**config.mk**
```make
export PLATFORM = sky130hd
export DESIGN_NAME = mem_access_ctrl
export DESIGN_NICKNAME = d
export VERILOG_FILES = /design/src/rtl/mem_access_pkg.sv /design/src/rtl/mem_lane_align.sv /design/src/rtl/mem_access_ctrl.sv
export SDC_FILE = /design/constraint.sdc
export NUM_CORES = 1
export LEC_CHECK = 0
export ABC_AREA = 1
export CORE_ASPECT_RATIO = 0.75
export CORE_MARGIN = 4
export CORE_UTILIZATION = 54
export DETAILED_ROUTE_END_ITERATION = 7
export PLACE_DENSITY_LB_ADDON = 0.1
export SLEW_MARGIN = 15
export SYNTH_ARGS = -nofsm -noshare
export SYNTH_HDL_FRONTEND = slang
export SYNTH_HIERARCHICAL = 1
export SYNTH_SLANG_ARGS = --single-unit
```
**constraint.sdc**
```tcl
create_clock -name clock -period 4.3 [get_ports clock]
set_input_delay 0.86 -clock clock [delete_from_list [all_inputs] [get_ports clock]]
set_output_delay 0.86 -clock clock [all_outputs]
set_load 0.02 [all_outputs]
```
**src/rtl/mem_access_pkg.sv**
```systemverilog
// Shared encodings for the memory access controller: request sizes, the
// memory read/write convention, the controller FSM states and the lane helper.
package mem_access_pkg;

   localparam logic [1:0] SZ_WORD    = 2'b00;
   localparam logic [1:0] SZ_HALF    = 2'b01;
   localparam logic [1:0] SZ_BYTE    = 2'b10;
   localparam logic [1:0] SZ_ILLEGAL = 2'b11;

   localparam logic RW_READ  = 1'b1;
   localparam logic RW_WRITE = 1'b0;

   typedef enum logic [2:0] {
      ST_IDLE,
      ST_RD_ISSUE,
      ST_RD_WAIT,
      ST_WR_ISSUE,
      ST_RESP
   } state_t;

   // Big-endian: byte offset k lives at bits [31-8k -: 8], i.e. LSB at 8*(3-k).
   function automatic logic [4:0] byte_lsb(input logic [1:0] offset);
      return {~offset, 3'b000};
   endfunction

endpackage

```
**src/rtl/mem_lane_align.sv**
```systemverilog
// Combinational big-endian lane steering: extracts and extends sub-word loads
// from a memory word and merges sub-word store data into a memory word.
module mem_lane_align
   import mem_access_pkg::*;
(
   input  logic [31:0] i_word,
   input  logic [1:0]  i_offset,
   input  logic [1:0]  i_size,
   input  logic        i_signed,
   input  logic [31:0] i_wdata,
   output logic [31:0] o_load,
   output logic [31:0] o_merged
);

   logic [7:0]  w_byte;
   logic [15:0] w_half;

   always_comb begin
      w_byte   = i_word[byte_lsb(i_offset) +: 8];
      w_half   = i_offset[1] ? i_word[15:0] : i_word[31:16];
      o_load   = i_word;
      o_merged = i_wdata;
      case (i_size)
         SZ_HALF: begin
            o_load   = {{16{i_signed & w_half[15]}}, w_half};
            o_merged = i_offset[1] ? {i_word[31:16], i_wdata[15:0]}
                                   : {i_wdata[15:0], i_word[15:0]};
         end
         SZ_BYTE: begin
            o_load   = {{24{i_signed & w_byte[7]}}, w_byte};
            o_merged = i_word;
            o_merged[byte_lsb(i_offset) +: 8] = i_wdata[7:0];
         end
         default: begin
            o_load   = i_word;
            o_merged = i_wdata;
         end
      endcase
   end

endmodule

```
**src/rtl/mem_access_ctrl.sv**
```systemverilog
// Load/store initiator for a word-only big-endian memory: one request at a
// time, sub-word stores become read-modify-write, sub-word loads are extended.
module mem_access_ctrl
   import mem_access_pkg::*;
#(
   parameter logic [31:0] BASE_ADDR = 32'h80020000,
   parameter int unsigned MEM_DEPTH = 1048576
)(
   input  logic        clock,
   input  logic        reset,
   input  logic        req_valid,
   output logic        req_ready,
   input  logic        req_rw,
   input  logic [31:0] req_addr,
   input  logic [1:0]  req_size,
   input  logic        req_signed,
   input  logic [31:0] req_wdata,
   output logic        resp_valid,
   output logic [31:0] resp_rdata,
   output logic        resp_error,
   output logic [31:0] mem_address,
   output logic [31:0] mem_data_in,
   output logic [1:0]  mem_access_size,
   output logic        mem_rw,
   output logic        mem_enable,
   input  logic [31:0] mem_data_out
);

   state_t      r_state;
   logic [1:0]  r_offset;
   logic [1:0]  r_size;
   logic        r_rw;
   logic        r_signed;
   logic [31:0] r_wdata;

   logic [31:0] w_win_offset;
   logic        w_in_window;
   logic        w_req_error;
   logic [31:0] w_load;
   logic [31:0] w_merged;

   assign mem_access_size = SZ_WORD;

   always_comb begin
      w_win_offset = req_addr - BASE_ADDR;
      w_in_window  = (req_addr >= BASE_ADDR) && (w_win_offset < MEM_DEPTH);
      w_req_error  = (req_size == SZ_ILLEGAL)
                  || ((req_size == SZ_WORD) && (req_addr[1:0] != 2'b00))
                  || ((req_size == SZ_HALF) && req_addr[0])
                  || !w_in_window;
   end

   mem_lane_align u_align (
      .i_word   (mem_data_out),
      .i_offset (r_offset),
      .i_size   (r_size),
      .i_signed (r_signed),
      .i_wdata  (r_wdata),
      .o_load   (w_load),
      .o_merged (w_merged)
   );

   // Sub-word stores and all loads read first; only full-word stores skip straight to the write.
   always_ff @(posedge clock) begin
      if (reset) begin
         r_state     <= ST_IDLE;
         req_ready   <= 1'b0;
         resp_valid  <= 1'b0;
         resp_rdata  <= '0;
         resp_error  <= 1'b0;
         mem_enable  <= 1'b0;
         mem_rw      <= RW_READ;
         mem_address <= '0;
         mem_data_in <= '0;
         r_offset    <= '0;
         r_size      <= SZ_WORD;
         r_rw        <= RW_READ;
         r_signed    <= 1'b0;
         r_wdata     <= '0;
      end else begin
         case (r_state)
            ST_IDLE: begin
               if (req_valid && req_ready) begin
                  req_ready <= 1'b0;
                  r_offset  <= req_addr[1:0];
                  r_size    <= req_size;
                  r_rw      <= req_rw;
                  r_signed  <= req_signed;
                  r_wdata   <= req_wdata;
                  if (w_req_error) begin
                     r_state    <= ST_RESP;
                     resp_valid <= 1'b1;
                     resp_error <= 1'b1;
                     resp_rdata <= '0;
                  end else if ((req_rw == RW_WRITE) && (req_size == SZ_WORD)) begin
                     r_state     <= ST_WR_ISSUE;
                     mem_enable  <= 1'b1;
                     mem_rw      <= RW_WRITE;
                     mem_address <= {req_addr[31:2], 2'b00};
                     mem_data_in <= req_wdata;
                  end else begin
                     r_state     <= ST_RD_ISSUE;
                     mem_enable  <= 1'b1;
                     mem_rw      <= RW_READ;
                     mem_address <= {req_addr[31:2], 2'b00};
                  end
               end else begin
                  req_ready <= 1'b1;
               end
            end
            ST_RD_ISSUE: begin
               mem_enable <= 1'b0;
               r_state    <= ST_RD_WAIT;
            end
            ST_RD_WAIT: begin
               if (r_rw == RW_READ) begin
                  r_state    <= ST_RESP;
                  resp_valid <= 1'b1;
                  resp_error <= 1'b0;
                  resp_rdata <= w_load;
               end else begin
                  r_state     <= ST_WR_ISSUE;
                  mem_enable  <= 1'b1;
                  mem_rw      <= RW_WRITE;
                  mem_data_in <= w_merged;
               end
            end
            ST_WR_ISSUE: begin
               mem_enable <= 1'b0;
               mem_rw     <= RW_READ;
               r_state    <= ST_RESP;
               resp_valid <= 1'b1;
               resp_error <= 1'b0;
               resp_rdata <= '0;
            end
            ST_RESP: begin
               resp_valid <= 1'b0;
               req_ready  <= 1'b1;
               r_state    <= ST_IDLE;
            end
            default: begin
               r_state <= ST_IDLE;
            end
         endcase
      end
   end

endmodule

```
Word-level counts from Yosys, hierarchy flattened --
Cells that the tools add are included.
Storage, ports and cells: flip-flop bits (word level) 140, input port bits 103, output and inout port bits 103, logic and storage cells 101
Operators by class: $add $sub $neg 2, order comparisons 2, equality and inequality tests 14, shifts and indexed selects 3, multiplexer cells 36, bitwise logic cells 5, reduce and logical (&&, ||, !) cells 25
Operators by type and width (count):
- $mux W32 | 8
- $pmux W32 S2 | 3
- $pmux W32 S3 | 1
- $bwmux W32 | 1
- $ge A32 B32 Y1 const B | 1
- $lt A32 B21 Y1 const B | 1
- $shift A8 B7 Y32 const A | 1
- $shiftx A32 B6 Y8 | 1
- $shiftx A8 B7 Y32 | 1
- $sub A32 B32 Y32 const B | 1
- $mux W16 | 1
- $reduce_and A4 Y1 | 4
- $mux W1 | 12
- $ne A2 B2 Y1 const B | 6
- $pmux W3 S4 | 1
- $mux W3 | 3
- $pmux W1 S3 | 3
- $neg A5 Y7 | 1
- $eq A3 B2 Y1 const B | 2
- $reduce_bool A2 Y1 | 3
- $reduce_bool A3 Y1 | 2
- $logic_and A1 B1 Y1 | 5
- $reduce_and A5 Y1 | 1
- $eq A2 B1 Y1 const B | 2
- other kinds (17) | 22

Logic depth before layout (Yosys ltp) --
depth in word-level cells 8, mapped depth 15, mapped depth without buffers 14

Cells and area by module --
The synthesis kept the hierarchy.
By module, submodules not included:
- mem_access_ctrl | times used 1, cells an instance 991, area each 6361.1 µm², seq. area each 2802.7 µm²
- mem_lane_align | times used 1, cells an instance 436, area each 1933.1 µm², seq. area each 0.0 µm²

Worst setup path before layout --
Ideal clock, no wire load.
path type input to register, from input port req_addr[17], to register mem_address[23], setup time 0.111 ns, arrival time 2.136 ns, required time 4.189 ns, path slack 2.053 ns, stages on the path 14, buffers on the path 2, cells stage by stage nor2_2 nand2_1 nor2_1 nand2_1 nand2_1 nand2_1 nor2_2 nand4_4 nor2_2 inv_2 buf_4 buf_6 nand3_1 inv_1
On the way: word-level cells in the longest chain between the ends 7, elaborated cells on any way between the ends 8, those cells by class 1 x add/sub; 2 x order compare; 1 x bitwise; 4 x reduce/logical
Ends and longest elaborated chain:
- start, declared | RTL line mem_access_ctrl.sv:14 | input logic [31:0] req_addr,
- $sub A32 B32 Y32 | RTL line mem_access_ctrl.sv:45 | w_win_offset = req_addr - BASE_ADDR;
- $lt A32 B21 Y1 | RTL line mem_access_ctrl.sv:46 | w_in_window = (req_addr >= BASE_ADDR) && (w_win_offset < MEM_DEPTH);
- $logic_and A1 B1 Y1 (*) | RTL line mem_access_ctrl.sv:46
- $logic_not A1 Y1 (*) | RTL line mem_access_ctrl.sv:50 | || !w_in_window;
- $logic_or A1 B1 Y1 (*) | RTL line mem_access_ctrl.sv:50
- $not A1 Y1 (no line) (*)
- $reduce_and A3 Y1 (no line) (*)
- end signal, assigned | RTL line mem_access_ctrl.sv:99 | mem_address <= {req_addr[31:2], 2'b00};
- end signal, assigned | RTL line mem_access_ctrl.sv:105 | mem_address <= {req_addr[31:2], 2'b00};
- end, declared | RTL line mem_access_ctrl.sv:21 | output logic [31:0] mem_address,
Mark *: on every way between the ends. The rest lies on a longest branch, timed or not. A chain may end at the register's enable or synchronous reset.

Final worst setup path --
from input port req_size[1], to register resp_rdata[24]
On the way: word-level cells in the longest chain between the ends 7, elaborated cells on any way between the ends 10, those cells by class 3 x eq/ne; 7 x reduce/logical
Ends and longest elaborated chain:
- start, declared | RTL line mem_access_ctrl.sv:15 | input logic [1:0] req_size,
- $logic_not A2 Y1 | RTL line mem_access_ctrl.sv:48 | || ((req_size == SZ_WORD) && (req_addr[1:0] != 2'b00))
- $logic_and A1 B1 Y1 | RTL line mem_access_ctrl.sv:48
- $logic_or A1 B1 Y1 | RTL line mem_access_ctrl.sv:48
- $logic_or A1 B1 Y1 (*) | RTL line mem_access_ctrl.sv:49 | || ((req_size == SZ_HALF) && req_addr[0])
- $logic_or A1 B1 Y1 (*) | RTL line mem_access_ctrl.sv:50
- $ne A2 B2 Y1 (no line) (*)
- $reduce_and A4 Y1 (no line) (*)
- end signal, assigned | RTL line mem_access_ctrl.sv:120 | resp_rdata <= w_load;
- end, declared | RTL line mem_access_ctrl.sv:19 | output logic [31:0] resp_rdata,
Marks and branches as above.

==> results.md <==
* Status: finished clean
* Clock H-tree levels at 4
* Sink Count at 140
* Slowest stage delay, CP at 0.70 ns
* Worst setup EP type: flip-flop
* Post-Layout Inst Area at 0.0108 sq mm
* # Post-CTS Setup Buffers at 0
* Worst Hold Class: reg -> reg
* Setup crit start kind: input pin
* Headroom to the max-slew limit at 51.7%
* WP depth at 14
* Cell taking the most area after synthesis: dfxtp_1
* Filler cells at 1276
* Worst path cell trace: clkdlybuf4s50_1 > inv_1 > nand2_1 > nand2_1 > nor2_1 > nand2_1 > nor2_1 > nand2_1 > nor2_4 > nand4_4 > nand3_2 > nand2_1 > nand2_1 > nor2_1
* WP data required at 4.62 ns
* Routed Antenna Nets at 0
* Period utilisation layout at 74.1%
* Max clock buf depth at 2
* Worst Path Arrival at 3.51 ns
* Top_reg_cell synth: dfxtp_1
* Worst R2R Path Depth at 13
* Tmin final at 3.19 ns
* Hold bufs inserted after CTS at 0
* Count of different cell masters after synthesis at 38
* RSZ-0062 raised after global routing: false
* Worst-path maximum fanout at 38
* Final Hold Fails at 0
* Setup WS pre-CTS at 0.728 ns
* Worst VDD drop at 0.284 mV
* DP Area at 0.0102 sq mm
* GRT Overall Usage at 31.2%
* Share of cells above drive strength 1 at 4.34%
* Row cnt at 38
* Layout net count at 1688
* Total length of routed wires at 27.0 mm
* Gpl congestion at 0.953
* Worst hold margin at 0.444 ns
* Number of synthesized flops with an enable pin at 0
* CTS tree: yes
* Top-area cell type share of the netlist area at 33.8%
* DR iter-0 viols at 902
* Crit path kind: in -> reg
* Power Dens Cells at 330 mW/mm^2
* Core area at 0.0147 sq mm
* Sequential cell area fraction in the yosys report at 33.8%
* Routed vias/inst at 5.21
* Mapped Area at 0.00829 sq mm
* DR pass1 iterations at 6
* Gr ovfl total at 0
* Peak Freq at 0.314 GHz
* CP bufs+invs at 2
* Final Skew at 0.00957 ns
* First-pass GRT wire length at 43.4 mm
* Remaining DRCs at 0
* Number of global-route vias before repair at 8408
* Cell family with most CP delay: simple AND/OR/NAND/NOR gates
* Die ar. at 0.0174 sq mm
* Max Slew Vio Count at 0
* Clk_lat worst skew at 0.44 ns
* Count of cells resized by post-cts repair at 0
* CTS Buf Count at 17
* Port Buf Inserts at 201
* Final setup margin at 1.11 ns
* Avg Cell Area, Syn at 5.81 sq um
* Most frequent cells in the layout: nand2_1 (467), nor2_1 (288), clkdlybuf4s50_1 (201)
* Worst-margin pin slew at 0.724 ns
* Commonest non-fill, non-tap cell in the layout: nand2_1
* Final setup violation count at 0
* Slowest cell on the critical path: nand3_2
* Drt wl/cell at 15.1 um
* Initial Util at 56.3%
* P_leak at 5.22 nW
* DP Wirelength at 19.1 mm
* CTS root buf: clkbuf_16
* Sum of negative setup slack at 0 ns
* Die span in y at 115 um
* Worst-path clk slew at 0.06 ns
* Die Wd at 151 um
* Ports at 206
* Most used cell, CP: nand2_1
* Largest cells by area after synthesis: dfxtp_1 (34%), nand2_1 (21%), nor2_1 (13%)
* Register bit total from synthesis at 140
* Largest net degree at the start of global routing at 81
* Hold path cells at 2
* Vias after detailed routing at 9328
* Ant. Diodes at 0
* Antenna violations before repair at 0
* Synth warnings at 6
* Area Overhead vs Synth at 30.8%
* Max Cap Violations at 0
* Post-Syn Instances at 1427
* Post-synthesis async set-or-reset flop share at 0%
worst reg2reg max path, delay by kind of cell (launching register included):
family,cells,cell delay (ns)
fa+ha+maj,1,0.36
simple gates,8,1.05
buf+inv,2,0.35
flops,1,0.75
compound gates,2,0.33
cells in the mapped netlist (10+ instances only):
cell type,n
buf_1,14
nor2_1,289
inv_2,10
clkbuf_1,39
o21ai_1,32
buf_2,12
a21oi_1,57
dfxtp_1,140
nand4_1,29
o21ai_0,84
nand3_1,28
inv_1,162
nand2_1,467
sequential cells by signal (all words and copies together), names as in the netlist:
name and count:
r_signed 1, mem_rw 1, mem_data_in 32, r_offset 2, r_wdata 32, r_state 3, mem_enable 1, r_size 2
resp_rdata 32, r_rw 1, req_ready 1, resp_error 1, mem_address 30, resp_valid 1
power breakdown:
part           internal [mW]  leakage [nW]  switching, mW
clock network          0.916         0.288          0.603
logic                  0.265          3.79          0.414
registers               1.35          1.14         0.0377
worst paths after layout:
kind	start	endpoint	slack [ns]
worst min register to register	resp_valid	resp_valid	0.44
worst min-delay path	resp_valid	resp_valid	0.44
worst max register to register	r_offset[0]	mem_data_in[30]	1.40
worst max-delay path	req_size[1]	resp_rdata[24]	1.11
kinds of logic after synthesis:
group | share of synthesized area [%]
other cells | 0.0452
buf+inv | 12.7
simple gates | 40.4
flops | 33.8
compound gates | 12.0
fa+ha+maj | 1.06
per-layer routing:
metal	global-route usage (%)	wire [um]	up-vias	part of all wire [%]
met3	8.00	2750	45	10
li1	-	-	4668	-
met5	0	0	-	0
met2	47.4	11700	463	43
met4	7.67	433	0	1.6
met1	44.3	12100	4152	45
through the flow:
stage,utilization (%),power (mW),std cells
floorplan,-,1.80,1430
global route,73.6,3.72,1790
global placement,69.5,2.06,1759
detailed placement,69.5,2.07,1759
finish,73.6,3.58,1790
CTS,73.6,3.58,1790
cell type report:
type | count | area (sq um) | area share [%]
flip-flops and latches | 140 | 2800 | 25.8
well taps | 200 | 250 | 2.31
inverters | 172 | 647 | 5.96
clock inverters | 12 | 164 | 1.51
clock buffers | 19 | 433 | 3.99
multi-input cells | 1036 | 4450 | 41.0
repair buffers | 211 | 2100 | 19.4
(Power assumes the default switching activity.)
